**config.mk**
```make
export PLATFORM = sky130hd
export DESIGN_NAME = commit_trace_fifo_flat
export DESIGN_NICKNAME = d
export VERILOG_FILES = /design/src/rtl/commit_trace_fifo_if.sv /design/src/rtl/commit_trace_fifo.sv /design/src/flat_wrapper.sv
export SDC_FILE = /design/constraint.sdc
export NUM_CORES = 2
export LEC_CHECK = 0
export ABC_AREA = 1
export BUFFER_PORTS_ARGS = -buffer_cell sky130_fd_sc_hd__buf_2
export CAP_MARGIN = 30
export CORE_MARGIN = 3
export CORE_UTILIZATION = 56
export DETAILED_ROUTE_END_ITERATION = 6
export PLACE_DENSITY = 0.76
export SLEW_MARGIN = 10
export SYNTH_ARGS = -nofsm -noshare
export SYNTH_HDL_FRONTEND = slang
export SYNTH_SLANG_ARGS = --single-unit
export TNS_END_PERCENT = 1
```
**constraint.sdc**
```tcl
create_clock -name i_clk -period 4.95 [get_ports i_clk]
set_input_delay 0.2475 -clock i_clk [delete_from_list [all_inputs] [get_ports i_clk]]
set_output_delay 0.2475 -clock i_clk [all_outputs]
set_load 0.05 [all_outputs]
```
**src/rtl/commit_trace_fifo_if.sv**
```systemverilog
// Retirement-event and trace-drain signal bundle for commit_trace_fifo.
// The slave side is the FIFO; the master side is the core/consumer environment.
interface commit_trace_fifo_if #(
    parameter int DEPTH = 16
);
    localparam int CW = $clog2(DEPTH) + 1;

    logic          w_grf_we;
    logic [4:0]    w_grf_addr;
    logic [31:0]   w_grf_wdata;
    logic [31:0]   w_inst_addr;
    logic [31:0]   m_data_addr;
    logic [31:0]   m_data_wdata;
    logic [3:0]    m_data_byteen;
    logic [31:0]   m_inst_addr;
    logic          out_valid;
    logic          out_ready;
    logic          out_kind;
    logic [31:0]   out_pc;
    logic [31:0]   out_addr;
    logic [31:0]   out_data;
    logic [3:0]    out_byteen;
    logic [CW-1:0] count;
    logic          overflow;
    logic [15:0]   dropped_cnt;

    modport slave (
        input  w_grf_we, w_grf_addr, w_grf_wdata, w_inst_addr,
        input  m_data_addr, m_data_wdata, m_data_byteen, m_inst_addr,
        input  out_ready,
        output out_valid, out_kind, out_pc, out_addr, out_data, out_byteen,
        output count, overflow, dropped_cnt
    );

    modport master (
        output w_grf_we, w_grf_addr, w_grf_wdata, w_inst_addr,
        output m_data_addr, m_data_wdata, m_data_byteen, m_inst_addr,
        output out_ready,
        input  out_valid, out_kind, out_pc, out_addr, out_data, out_byteen,
        input  count, overflow, dropped_cnt
    );
endinterface

```
**src/rtl/commit_trace_fifo.sv**
```systemverilog
// Commit-trace capture buffer: filters W-stage register writes and M-stage stores
// into trace records, queues up to two per cycle, drains one per cycle via valid/ready.
module commit_trace_fifo #(
    parameter int DEPTH = 16
) (
    input  logic                 i_clk,
    input  logic                 i_reset,
    commit_trace_fifo_if.slave   io_trace
);
    localparam int AW = $clog2(DEPTH);
    localparam int CW = AW + 1;

    typedef struct packed {
        logic        kind;
        logic [31:0] pc;
        logic [31:0] addr;
        logic [31:0] data;
        logic [3:0]  byteen;
    } rec_t;

    rec_t          r_mem [DEPTH];
    logic [AW-1:0] r_wr_ptr;
    logic [AW-1:0] r_rd_ptr;
    logic [CW-1:0] r_count;
    logic          r_overflow;
    logic [15:0]   r_dropped_cnt;

    logic          w_grf_ev;
    logic          w_mem_ev;
    logic          w_pop;
    logic [CW-1:0] w_free;
    logic [1:0]    w_push_n;
    logic [1:0]    w_drop_n;
    logic [16:0]   w_drop_sum;
    rec_t          w_rec_grf;
    rec_t          w_rec_mem;
    rec_t          w_rec0;

    assign w_grf_ev = io_trace.w_grf_we && (io_trace.w_grf_addr != 5'd0) && !i_reset;
    assign w_mem_ev = (|io_trace.m_data_byteen) && !i_reset;
    assign w_pop    = (r_count != '0) && io_trace.out_ready;
    // A pop in this cycle releases its slot to this cycle's pushes.
    assign w_free   = CW'(DEPTH) - r_count + CW'(w_pop);

    assign w_rec_grf = '{kind: 1'b0, pc: io_trace.w_inst_addr,
                         addr: {27'd0, io_trace.w_grf_addr},
                         data: io_trace.w_grf_wdata, byteen: 4'b1111};
    assign w_rec_mem = '{kind: 1'b1, pc: io_trace.m_inst_addr,
                         addr: io_trace.m_data_addr & 32'hFFFF_FFFC,
                         data: io_trace.m_data_wdata, byteen: io_trace.m_data_byteen};
    assign w_rec0    = w_grf_ev ? w_rec_grf : w_rec_mem;

    // The older W-stage record always wins the last free slot.
    always_comb begin
        w_push_n = 2'd0;
        w_drop_n = 2'd0;
        if (w_grf_ev && w_mem_ev) begin
            if (w_free >= CW'(2)) begin
                w_push_n = 2'd2;
            end else if (w_free == CW'(1)) begin
                w_push_n = 2'd1;
                w_drop_n = 2'd1;
            end else begin
                w_drop_n = 2'd2;
            end
        end else if (w_grf_ev || w_mem_ev) begin
            if (w_free != '0) begin
                w_push_n = 2'd1;
            end else begin
                w_drop_n = 2'd1;
            end
        end
    end

    assign w_drop_sum = {1'b0, r_dropped_cnt} + 17'(w_drop_n);

    always_ff @(posedge i_clk) begin
        if (w_push_n != 2'd0) begin
            r_mem[r_wr_ptr] <= w_rec0;
        end
        if (w_push_n == 2'd2) begin
            r_mem[r_wr_ptr + AW'(1)] <= w_rec_mem;
        end
    end

    always_ff @(posedge i_clk) begin
        if (i_reset) begin
            r_wr_ptr      <= '0;
            r_rd_ptr      <= '0;
            r_count       <= '0;
            r_overflow    <= 1'b0;
            r_dropped_cnt <= 16'd0;
        end else begin
            r_wr_ptr <= r_wr_ptr + AW'(w_push_n);
            r_rd_ptr <= r_rd_ptr + AW'(w_pop);
            r_count  <= r_count + CW'(w_push_n) - CW'(w_pop);
            if (w_drop_n != 2'd0) begin
                r_overflow    <= 1'b1;
                r_dropped_cnt <= w_drop_sum[16] ? 16'hFFFF : w_drop_sum[15:0];
            end
        end
    end

    assign io_trace.out_valid   = (r_count != '0);
    assign io_trace.out_kind    = r_mem[r_rd_ptr].kind;
    assign io_trace.out_pc      = r_mem[r_rd_ptr].pc;
    assign io_trace.out_addr    = r_mem[r_rd_ptr].addr;
    assign io_trace.out_data    = r_mem[r_rd_ptr].data;
    assign io_trace.out_byteen  = r_mem[r_rd_ptr].byteen;
    assign io_trace.count       = r_count;
    assign io_trace.overflow    = r_overflow;
    assign io_trace.dropped_cnt = r_dropped_cnt;
endmodule

```
**src/flat_wrapper.sv**
```systemverilog
// flat-port wrapper written by rule: the top's interface ports become plain ports
module commit_trace_fifo_flat 
#(
    parameter int DEPTH = 16
)
  (i_clk, i_reset, io_trace_w_grf_we, io_trace_w_grf_addr, io_trace_w_grf_wdata, io_trace_w_inst_addr, io_trace_m_data_addr, io_trace_m_data_wdata, io_trace_m_data_byteen, io_trace_m_inst_addr, io_trace_out_ready, io_trace_out_valid, io_trace_out_kind, io_trace_out_pc, io_trace_out_addr, io_trace_out_data, io_trace_out_byteen, io_trace_count, io_trace_overflow, io_trace_dropped_cnt);
  commit_trace_fifo_if #(.DEPTH(DEPTH)) io_trace_i ();
  input  logic i_clk;
  input  logic i_reset;
  input wire logic [$bits(io_trace_i.w_grf_we)-1:0] io_trace_w_grf_we;
  input wire logic [$bits(io_trace_i.w_grf_addr)-1:0] io_trace_w_grf_addr;
  input wire logic [$bits(io_trace_i.w_grf_wdata)-1:0] io_trace_w_grf_wdata;
  input wire logic [$bits(io_trace_i.w_inst_addr)-1:0] io_trace_w_inst_addr;
  input wire logic [$bits(io_trace_i.m_data_addr)-1:0] io_trace_m_data_addr;
  input wire logic [$bits(io_trace_i.m_data_wdata)-1:0] io_trace_m_data_wdata;
  input wire logic [$bits(io_trace_i.m_data_byteen)-1:0] io_trace_m_data_byteen;
  input wire logic [$bits(io_trace_i.m_inst_addr)-1:0] io_trace_m_inst_addr;
  input wire logic [$bits(io_trace_i.out_ready)-1:0] io_trace_out_ready;
  output wire logic [$bits(io_trace_i.out_valid)-1:0] io_trace_out_valid;
  output wire logic [$bits(io_trace_i.out_kind)-1:0] io_trace_out_kind;
  output wire logic [$bits(io_trace_i.out_pc)-1:0] io_trace_out_pc;
  output wire logic [$bits(io_trace_i.out_addr)-1:0] io_trace_out_addr;
  output wire logic [$bits(io_trace_i.out_data)-1:0] io_trace_out_data;
  output wire logic [$bits(io_trace_i.out_byteen)-1:0] io_trace_out_byteen;
  output wire logic [$bits(io_trace_i.count)-1:0] io_trace_count;
  output wire logic [$bits(io_trace_i.overflow)-1:0] io_trace_overflow;
  output wire logic [$bits(io_trace_i.dropped_cnt)-1:0] io_trace_dropped_cnt;
  assign io_trace_i.w_grf_we = io_trace_w_grf_we;
  assign io_trace_i.w_grf_addr = io_trace_w_grf_addr;
  assign io_trace_i.w_grf_wdata = io_trace_w_grf_wdata;
  assign io_trace_i.w_inst_addr = io_trace_w_inst_addr;
  assign io_trace_i.m_data_addr = io_trace_m_data_addr;
  assign io_trace_i.m_data_wdata = io_trace_m_data_wdata;
  assign io_trace_i.m_data_byteen = io_trace_m_data_byteen;
  assign io_trace_i.m_inst_addr = io_trace_m_inst_addr;
  assign io_trace_i.out_ready = io_trace_out_ready;
  assign io_trace_out_valid = io_trace_i.out_valid;
  assign io_trace_out_kind = io_trace_i.out_kind;
  assign io_trace_out_pc = io_trace_i.out_pc;
  assign io_trace_out_addr = io_trace_i.out_addr;
  assign io_trace_out_data = io_trace_i.out_data;
  assign io_trace_out_byteen = io_trace_i.out_byteen;
  assign io_trace_count = io_trace_i.count;
  assign io_trace_overflow = io_trace_i.overflow;
  assign io_trace_dropped_cnt = io_trace_i.dropped_cnt;
  commit_trace_fifo #(.DEPTH(DEPTH)) u_core (.i_clk(i_clk), .i_reset(i_reset), .io_trace(io_trace_i));
endmodule
```
==> run metrics <==
outcome completed; Synth area leaders edfxtp_1 59%, o21ai_0 5.9%, mux2i_1 4.9%, nand2_1 4.3%, o22ai_1 3.9%; Hold Fails Final Rpt 0; drt wl/cell 27.0 um; syn_nets 7909; CTS Buffer Depth 3; H-tree depth 4; fin crit period 4690 ps; First-pass DRT Iterations 7; Via density 6.65; # rows 138; Die ar. 148000 sq um; post-CTS setup buffer count 0; mean cell area of the mapped netlist 10.4 sq um; Residual DRC 0; Synth cell types 40; fmax 213 MHz; PortBufs 294; share of layout cells above drive strength 1 10.4%; area grow syn2layout 11.7%; CP Class reg2reg; synthesized flop and latch total 1646; CTS Sinks 1646; VDD IR max 0.555 mV; nature of the critical path startpoint flip-flop; starting density of the core 56.6%; global-route wire length before repair 383000 um; Overflow after GRT 0; final instance area 89700 sq um; top cell type's share of synthesized area 58.6%; LEAKAGE 31.8 nW; top cell type by total area after synthesis edfxtp_1; commonest non-fill, non-tap cells in the layout 1568 x edfxtp_1, 941 x o21ai_0, 910 x nand2_1; measured slew at the worst slew-check pin 1070 ps; Die W 385 um; CP arrival 5240 ps; DPL Wire Length 138000 um; worst hold slack 26.4 ps; largest net degree at the start of global routing 149; number of global-route vias before repair 62000; Crit Path Max Fanout 35; Num CTS Buffers 168; ANT nets after route 0; Clock Skew 41.5 ps; setup violators final 0; commonest non-fill, non-tap cell in the layout edfxtp_1; pwr dens 486 nW/um^2; post-synthesis instance total 7718; max-slew violations 0; Slew headroom 28.5%; DP Worst Slack 513 ps; CTS tree built; Finished Layout Cells 9762; Die H 385 um; Synth Cell Area 80300 sq um; Synth Warn # 0; Routability Congestion 0.849; min-delay worst type in2reg; period utilization 94.7%; WL final 263000 um; worst path required time 5500 ps; root buffer cell clkbuf_16; Initial DRC Count 10500; CTS clk-pin slew, worst paths 60 ps; MaxCap Viol Count 0; TNS Setup 0 ps; setup ws final 264 ps; Vias 64900; Nets 7917; Placed Area 82900 sq um; # IOs 297; placed instance count 9316; sequential fraction of the synthesis area 60.6%; GRT Total Usage 34.6%; Clk Latency, worst-skew pair 850 ps; total core area 142000 sq um; CP Capture Type flip-flop; initial antenna violation count 13; RSZ-0062 raised after global routing no
==> final cells by class <==
| cell class | count | area, sq um |
|---|---|---|
| Inverter | 638 | 2410 |
| Antenna cell | 4 | 10.0 |
| Fill cell | 10800 | 52200 |
| Multi-Input combinational cell | 4674 | 26000 |
| Sequential cell | 1646 | 48700 |
| Tap cell | 1890 | 2360 |
| Clock buffer | 205 | 4360 |
| Clock inverter | 107 | 1200 |
| Timing Repair Buffer | 598 | 4730 |
==> cells by family after synthesis <==
logic type	count (synthesis)	synth area share (%)
mux	394	4.91
buf+inv	1398	7.48
xor+xnor	7	0.0763
simple gates	1639	8.21
fa+ha+maj	18	0.308
flops	1646	60.6
compound gates	2616	18.4
==> sequential cells by signal, summed over array words and instances (netlist names) <==
signal / cells
u_core.io_trace.overflow: 1
u_core.r_wr_ptr: 4
u_core.r_rd_ptr: 4
u_core.r_mem: 1616
u_core.io_trace.count: 5
u_core.io_trace.dropped_cnt: 16
==> final timing paths <==
path                                          startpoint                    to  slack [ps]  depth (start not counted)
worst max register to register  u_core.io_trace.count[2]   u_core.r_mem[0][96]         260                         20
worst max-delay path            u_core.io_trace.count[2]   u_core.r_mem[0][96]         260                         20
worst min-delay path            io_trace_w_grf_wdata[13]  u_core.r_mem[10][17]          30                          3
worst min register to register       u_core.r_mem[8][37]   u_core.r_mem[8][37]         440                          2
==> cells in the mapped netlist <==
| master | instances |
|---|---|
| a21boi_0 | 1 |
| a21oi_1 | 479 |
| a31oi_1 | 2 |
| buf_1 | 30 |
| buf_2 | 276 |
| buf_4 | 79 |
| buf_6 | 14 |
| buf_8 | 1 |
| clkbuf_1 | 358 |
| clkbuf_2 | 2 |
| clkinv_1 | 26 |
| dfxtp_1 | 78 |
| edfxtp_1 | 1568 |
| fa_1 | 3 |
| ha_1 | 15 |
| inv_1 | 587 |
| inv_2 | 24 |
| inv_4 | 1 |
| mux2i_1 | 394 |
| nand2_1 | 923 |
| nand2_2 | 43 |
| nand2_4 | 12 |
| nand3_1 | 138 |
| nand3b_1 | 1 |
| nand4_1 | 6 |
| nor2_1 | 500 |
| nor2_2 | 2 |
| nor2_4 | 1 |
| nor2_8 | 1 |
| nor3_1 | 6 |
| nor4_1 | 1 |
| o211ai_1 | 395 |
| o21a_1 | 36 |
| o21ai_0 | 941 |
| o21ai_1 | 257 |
| o221ai_1 | 4 |
| o22ai_1 | 501 |
| or2_2 | 5 |
| xnor2_1 | 3 |
| xor2_1 | 4 |
==> metal layers <==
metal | GRT usage (%) | wire, um | vias up
li1 | - | - | 27800
met1 | 44.6 | 89400 | 30600
met2 | 53.4 | 118000 | 5380
met3 | 8.60 | 39000 | 1111
met4 | 20.4 | 16700 | 14
met5 | 0 | 96 | -
==> stage by stage <==
stage	power, mW	util (%)
finish	43.6	63.2
floorplan	26.6	-
detailed placement	30.5	58.4
CTS	43.3	63.1
global route	45.0	63.2
global placement	30.1	58.2
==> where the power goes <==
| group | switching, mW | total [mW] | leakage, nW | internal (mW) |
|---|---|---|---|---|
| clock network | 5.58 | 12.9 | 2.69 | 7.33 |
| registers | 0.414 | 17.1 | 15.7 | 16.7 |
| logic | 9.95 | 13.6 | 13.4 | 3.61 |
==> worst max-delay path, stage by stage (launching register included) <==
cell	delay, ps
dfxtp_1	430
inv_1	110
ha_1	250
nand4_1	110
nand2_1	80
ha_1	190
inv_1	90
ha_1	250
inv_1	60
nand2_1	60
nor2_1	100
nand2_1	80
nor2_2	140
nand2_1	80
nand2_2	170
inv_2	250
nand2_4	170
buf_4	540
buf_6	500
o21ai_0	140
dlygate4sd3_1	580
==> repair_timing <==
item                                    in CTS  in global routing
gates resized for setup                      0                  2
endpoints found under the setup margin       0                 27
hold endpoints to repair                   700                 18
hold buffers                               106                 11
No activity file was read; power rests on OpenSTA's default activity.
